<file path="src/rtl/srlz_pkg.sv">
`default_nettype none
// ============================================================================
// Module   : srlz_pkg
// Brief    : Shared types and constants for the serializer / deserializer pair.
// Revision : 1.0 - initial release
// ============================================================================
package srlz_pkg;

  // Default word width shared by the PISO serializer and SIPO deserializer.
  localparam int DEFAULT_DATA_WIDTH = 8;

  // Receive FSM states.
  typedef enum logic [0:0] {
    IDLE  = 1'b0,
    SHIFT = 1'b1
  } rx_state_t;

  // Bit counter width: must be able to hold the value DATA_WIDTH itself.
  function automatic int cnt_width(input int width);
    return $clog2(width + 1);
  endfunction

endpackage
`default_nettype wire

</file>
<file path="src/rtl/sipo_out_stage.sv">
`default_nettype none
// ============================================================================
// Module   : sipo_out_stage
// Brief    : Single-entry valid/ready holding register with sticky overrun.
//            A word offered while the register is full and not being drained
//            is dropped and flagged.
// Revision : 1.0 - initial release
// ============================================================================
module sipo_out_stage
  import srlz_pkg::*;
#(
  parameter int DATA_WIDTH = DEFAULT_DATA_WIDTH
) (
  input  logic                  clk,
  input  logic                  rst,
  input  logic                  load,
  input  logic [DATA_WIDTH-1:0] word,
  input  logic                  data_ready,
  output logic [DATA_WIDTH-1:0] data_out,
  output logic                  data_valid,
  output logic                  overrun
);

  // The register is free when empty or when its word is leaving this cycle.
  logic slot_free;
  assign slot_free = !data_valid || data_ready;

  // Holding register: load on completion if free, otherwise drop and flag.
  always_ff @(posedge clk or posedge rst) begin
    if (rst) begin
      data_out   <= '0;
      data_valid <= 1'b0;
      overrun    <= 1'b0;
    end else if (load) begin
      if (slot_free) begin
        data_out   <= word;
        data_valid <= 1'b1;
      end else begin
        overrun    <= 1'b1;
      end
    end else if (data_valid && data_ready) begin
      data_valid <= 1'b0;
    end
  end

endmodule
`default_nettype wire

</file>
<file path="src/rtl/deserializer_sipo.sv">
`default_nettype none
// ============================================================================
// Module   : deserializer_sipo
// Brief    : Serial-in / parallel-out deserializer. Bits arrive LSB first on
//            each bit_en strobe, words are aligned by frm_start, and completed
//            words are presented through a valid/ready holding register.
// Revision : 1.0 - initial release
// ============================================================================
module deserializer_sipo
  import srlz_pkg::*;
#(
  parameter int DATA_WIDTH = DEFAULT_DATA_WIDTH
) (
  input  logic                  clk,
  input  logic                  rst,
  input  logic                  srl_in,
  input  logic                  bit_en,
  input  logic                  frm_start,
  output logic [DATA_WIDTH-1:0] data_out,
  output logic                  data_valid,
  input  logic                  data_ready,
  output logic                  rx_active,
  output logic                  frm_err,
  output logic                  overrun
);

  localparam int              CW       = cnt_width(DATA_WIDTH);
  localparam logic [CW-1:0]   CNT_ONE  = CW'(1);
  localparam logic [CW-1:0]   CNT_LAST = CW'(DATA_WIDTH - 1);

  rx_state_t             state_q, state_d;
  logic [CW-1:0]         cnt_q, cnt_d;
  logic [DATA_WIDTH-1:0] sr_q, sr_d;
  logic [DATA_WIDTH-1:0] word;
  logic                  complete;
  logic                  restart;

  // The incoming bit enters at the MSB; after the last bit, bit 0 sits at LSB.
  assign word = {srl_in, sr_q[DATA_WIDTH-1:1]};

  // State, counter and shift register.
  always_ff @(posedge clk or posedge rst) begin
    if (rst) begin
      state_q <= IDLE;
      cnt_q   <= '0;
      sr_q    <= '0;
    end else begin
      state_q <= state_d;
      cnt_q   <= cnt_d;
      sr_q    <= sr_d;
    end
  end

  // Next-state logic; a frame restart in SHIFT outranks word completion.
  always_comb begin
    state_d  = state_q;
    cnt_d    = cnt_q;
    sr_d     = sr_q;
    complete = 1'b0;
    restart  = 1'b0;
    if (bit_en) begin
      case (state_q)
        IDLE: begin
          if (frm_start) begin
            sr_d    = word;
            cnt_d   = CNT_ONE;
            state_d = SHIFT;
          end
        end
        SHIFT: begin
          sr_d = word;
          if (frm_start) begin
            // Partial word discarded; this bit becomes bit 0 of a new word.
            cnt_d   = CNT_ONE;
            restart = 1'b1;
          end else if (cnt_q == CNT_LAST) begin
            complete = 1'b1;
            cnt_d    = '0;
            state_d  = IDLE;
          end else begin
            cnt_d = cnt_q + CNT_ONE;
          end
        end
        default: begin
          state_d = IDLE;
          cnt_d   = '0;
        end
      endcase
    end
  end

  // One-cycle frame error pulse following a restart.
  always_ff @(posedge clk or posedge rst) begin
    if (rst) begin
      frm_err <= 1'b0;
    end else begin
      frm_err <= restart;
    end
  end

  assign rx_active = (state_q == SHIFT);

  sipo_out_stage #(
    .DATA_WIDTH(DATA_WIDTH)
  ) u_out_stage (
    .clk       (clk),
    .rst       (rst),
    .load      (complete),
    .word      (word),
    .data_ready(data_ready),
    .data_out  (data_out),
    .data_valid(data_valid),
    .overrun   (overrun)
  );

endmodule
`default_nettype wire

</file>
<file path="config.mk">
export PLATFORM = sky130hd
export DESIGN_NAME = deserializer_sipo
export DESIGN_NICKNAME = d
export VERILOG_FILES = /design/src/rtl/srlz_pkg.sv /design/src/rtl/sipo_out_stage.sv /design/src/rtl/deserializer_sipo.sv
export SDC_FILE = /design/constraint.sdc
export NUM_CORES = 1
export LEC_CHECK = 0
export ABC_AREA = 1
export ABC_CLOCK_PERIOD_IN_PS = 1600
export CAP_MARGIN = 20
export CORE_MARGIN = 2
export CORE_UTILIZATION = 50
export DETAILED_ROUTE_END_ITERATION = 8
export PLACE_DENSITY_LB_ADDON = 0.1
export SETUP_SLACK_MARGIN = 0.2
export SLEW_MARGIN = 15
export SYNTH_ARGS = -nofsm -noshare
export SYNTH_HDL_FRONTEND = slang
export SYNTH_SLANG_ARGS = --single-unit
</file>
<file path="constraint.sdc">
create_clock -name clk -period 1.6 [get_ports clk]
set_input_delay 0.16 -clock clk [delete_from_list [all_inputs] [get_ports clk]]
set_output_delay 0.16 -clock clk [all_outputs]
set_load 0.01 [all_outputs]
</file>
=== Yosys cells after proc, flatten, opt, wreduce, memory -nomap -nowiden ===
Cells that the tools add are included.
Widths: inputs -> output; s select.

* Bits in registers: 24
* Bits in latches: 0
* Bits in writable memories: 0
* ROM bits: 0
* Input port bits: 6
* Output and inout bits: 12
* Memories kept: 0

* $add $sub $neg: 1
* Multiply operators: 0
* Divide/modulo/power cells: 0
* Order comparisons: 0
* Equal/unequal tests: 3
* Shifts and indexed selects: 0
* Multiplexer cells: 19
* Bitwise logic cells: 2
* Reductions and logical operators: 8

{| class="wikitable"
|+ Operators by type and width
! operator !! number
|-
| $pmux 8 s2 || 1
|-
| $mux 1 || 12
|-
| $mux 4 || 3
|-
| $mux 8 || 1
|-
| $pmux 4 s2 || 1
|-
| $reduce_and 2->1 || 4
|-
| $add 4x1->4 const B || 1
|-
| $eq 4x3->1 const B || 1
|-
| $ne 2x1->1 const B || 1
|-
| $ne 2x2->1 const B || 1
|-
| $not 1->1 || 2
|-
| $pmux 1 s2 || 1
|-
| $reduce_bool 2->1 || 1
|-
| $logic_and 1x1->1 || 1
|-
| $logic_not 1->1 || 1
|-
| $logic_or 1x1->1 || 1
|}

=== Logic depth before layout (Yosys ltp) ===
* Depth after elaboration: 7
* Gate-level depth with buffers: 7
* Depth with buffers taken out: 6

=== Cells and area by module ===
Synthesis repeated with hierarchy kept, for this count alone.

* Cells, all modules: 112
* Area, all modules: 1063.5 um^2

{| class="wikitable"
|+ By module, submodules not included
! module !! times used !! cells each !! area an instance (um^2)
|-
| deserializer_sipo || 1 || 69 || 593.1
|-
| sipo_out_stage || 1 || 43 || 470.5
|}

=== Least setup slack after synthesis ===
Ideal clock, no wire load.

* Kind: reg-to-reg
* Start: register cnt_q[0]
* End: register state_q (netlist: rx_active)
* Data arrival time: 1040 ps
* Required time: 1480 ps
* Setup slack: 440 ps
* Stages on the path, launching flop included: 8
* Clock period less this slack: 1160 ps
* Cells stage by stage: dfrtp_1 > ha_1 > nand2_1 > nor2_2 > buf_4 > nand2_1 > nand2_1 > nand2_1

* Word-level cells in the longest chain between the ends: 4

{| class="wikitable"
|+ RTL lines
! item !! line !! source
|-
| start: declaration || deserializer_sipo.sv:32 || <nowiki>logic [CW-1:0] cnt_q, cnt_d;</nowiki>
|-
| start signal: assignment || deserializer_sipo.sv:49 || <nowiki>cnt_q <= cnt_d;</nowiki>
|-
| $eq 4x3->1 || deserializer_sipo.sv:76 || <nowiki>end else if (cnt_q == CNT_LAST) begin</nowiki>
|-
| $mux 1 || deserializer_sipo.sv:76 ||
|-
| $mux 1 || deserializer_sipo.sv:72 || <nowiki>if (frm_start) begin</nowiki>
|-
| $pmux 1 s2 || deserializer_sipo.sv:62 || <nowiki>case (state_q)</nowiki>
|-
| end signal: assignment || deserializer_sipo.sv:48 || <nowiki>state_q <= state_d;</nowiki>
|-
| end: declaration || deserializer_sipo.sv:31 || <nowiki>rx_state_t state_q, state_d;</nowiki>
|}

Every way passes these cells.
A chain may end at the register's enable or synchronous reset.

=== Worst setup path in the final report ===
* Start: register state_q (netlist: rx_active)
* End: output port rx_active

{| class="wikitable"
|+ RTL lines
! item !! line !! source
|-
| end: declaration || deserializer_sipo.sv:22 || <nowiki>output logic rx_active,</nowiki>
|}

No word-level cell between the ends.

==> results_dict.tcl <==
set metrics [dict create \
    cp.depth 1 \
    wl_per_cell_um 11.53 \
    reg2reg_depth 6 \
    final_hold_viol_count 0 \
    syn_area_um2 979.7 \
    whs_ns 0.1710 \
    cp_data_required_time_ns 1.44 \
    fmax_mhz 734.4 \
    synth.distinct_cells 16 \
    dr.pass1.iters 4 \
    hold_path.class "in2async" \
    min_period_ns 1.362 \
    synth_top_area_share_pct 58.75 \
    diodes 0 \
    nNetsFinal 140 \
    critPathMaxStageDelay_ns 0.53 \
    drc_errors 0 \
    r2r_slack_ns 0.32 \
    synth_top_area_cell "dfrtp_1" \
    num_vias 775 \
    status "finished clean" \
    start_util_pct 51.51 \
    area_growth_pct 29.63 \
    htreeDepth 1 \
    post_dp_cell_area_um2 1195 \
    relSlewSlack_pct 81.17 \
    die_area_um2 2330 \
    muxShareOfSynthArea_pct 0 \
    postLayoutCoreUtil_pct 66.78 \
    synth_top_family_by_area "simple AND/OR/NAND/NOR gates" \
    cts_made_buffers 3 \
    die_w_um 48.27 \
    routed_wl_um 1833 \
    setup_viol 0 \
    clock_skew_ns 0.002268 \
    rsz0062_at_grt "false" \
    synth-simple-area-share_pct 28.99 \
    drive_gt1_share_pct 13.64 \
    cp-start-kind "flip-flop" \
    ys_seq_area_share_pct 58.75 \
    ir_drop_mv 0.6007 \
    power_density_nw_per_um2 1003 \
    fillers 169 \
    fin_crit_sh_pct 85.11 \
    clkTransAtPathRegs_ns 0.12 \
    grt_first_pass_wirelength_um 2746 \
    path_max_fanout 2 \
    clockRootBuffer "clkbuf_4" \
    pin_count 18 \
    synth_xor_area_share_pct 0.8940 \
    synth_area_leaders "dfrtp_1, nand2_1, nand4_1" \
    io_buffers 17 \
    layout_commonest_cell "nand2_1" \
    antenna_left 0 \
    grt_max_degree 24 \
    crit_path_cell_trace "clkdlybuf4s50_1" \
    crit_slowest_cell "clkdlybuf4s50_1" \
    cp.buffers_inverters 1 \
    synth-seq-cells 23 \
    routed_via_density 4.874 \
    final_area_um2 1270 \
    drt_iter0_drc 11 \
    cp-end-kind "output port" \
    multi_input_area_um2 364.1 \
    layout_setup_ws_ns 0.2383 \
    syn_nets 115 \
    regArea_um2 575.6 \
    cp.arrival_ns 1.20 \
    layout_common_cells "nand2_1, dfrtp_1, nand4_1, clkdlybuf4s50_1" \
    tritoncts "done" \
    ys_warn_count 0 \
    core_um2 1902 \
    cap_violations 0 \
    postSynthAreaPerCell_um2 9.071 \
    maxSlewViolCount 0 \
    cts.path.max_buffers 2 \
    leakage_nw 0.7786 \
    crit_type "reg2out" \
    cts_num_sinks 23 \
    hpwl_um 1308 \
    synth-compound-area-share_pct 4.725 \
    fp-row-count 16 \
    grt_usage_pct 17.67 \
    grt_pass1_vias 638 \
    crit_family "buffers and inverters" \
    clk_latency_ns 0.30 \
    syn_inst 108 \
    tns_ns 0 \
    worst_pin_slew_ns 0.2824 \
    grt_overflow_total 0 \
    die_h_um 48.27 \
    gp_congestion 0.8267 \
    antenna_found_initial 0 \
    yosys.area_share.adder_pct 1.277 \
    place_ws_ns 0.1782 \
]
==> Yosys cell counts <==
master and number:
buf_4 2, clkbuf_1 1, dfrtp_1 23, ha_1 1, inv_1 8, inv_2 1, nand2_1 39, nand2_2 3
nand3_1 5, nand3_2 1, nand4_1 9, nor2_1 4, nor2_2 2, o21ai_0 7, o21bai_2 1, xor2_1 1
==> worst reg2reg max path, cell delays in order, from the launching register on <==
cell	delay (ns)
dfrtp_1	0.43
ha_1	0.19
nand2_1	0.10
nor2_4	0.16
buf_4	0.19
nand4_1	0.09
nand2_1	0.08
==> report_power, final <==
| part | switching (mW) | internal, mW |
|---|---|---|
| Combinational | 0.142 | 0.135 |
| Clock | 0.166 | 0.0932 |
| Sequential | 0.0648 | 0.674 |
==> kinds of logic after synthesis <==
family	after synthesis
and+or+nand+nor	63
AOI/OAI and AO/OA	8
adders and majority gates	1
xor gates and xnor gates	1
buffers and inverters	12
DFF	23
==> registers in the layout, indices dropped and copies added, names as in the netlist <==
| name | count |
|---|---|
| sr_q | 7 |
| frm_err | 1 |
| u_out_stage.overrun | 1 |
| rx_active | 1 |
| u_out_stage.data_out | 8 |
| u_out_stage.data_valid | 1 |
| cnt_q | 4 |
==> what timing repair did <==
item                       CTS  global route
buffers inserted             1             1
resized for setup            0            10
setup endpoints to repair    1            16
hold buffers                 0             0
==> per-layer routing <==
layer | up-vias | routed length [um] | global-route usage (%)
met1 | 363 | 843 | 23.04
met5 | - | 0 | 0
met2 | 14 | 881 | 27.63
met3 | 4 | 76 | 4.444
met4 | 0 | 31 | 8.108
li1 | 394 | - | -
==> path summary, 6_finish.rpt <==
check / end / startpoint
hold / removal: u_out_stage.data_out[1] / rst
setup / recovery: rx_active / rx_active
min in group clk: sr_q[7] / srl_in
max in group asynchronous: sr_q[2] / rst
setup reg to reg: u_out_stage.data_out[4] / cnt_q[0]
hold reg to reg: u_out_stage.data_out[0] / u_out_stage.data_out[0]
==> per-stage QoR <==
stage | total power [mW] | std cells
3_3_place_gp | 1.014 | 153
6_report | 1.274 | 159
2_1_floorplan | 0.8842 | 108
4_1_cts | 1.286 | 158
3_5_place_dp | 1.024 | 153
5_1_grt | 1.348 | 159
==> cell type report <==
class | count | share of cell area (%)
sequential | 23 | 45.32
multi-input combinational | 73 | 28.67
clock buffer | 3 | 1.773
timing repair buffer | 23 | 18.52
clock inverter | 1 | 0.3941
inverter | 9 | 2.660
tap | 27 | 2.660
Power figures use the tool's default switching activity.
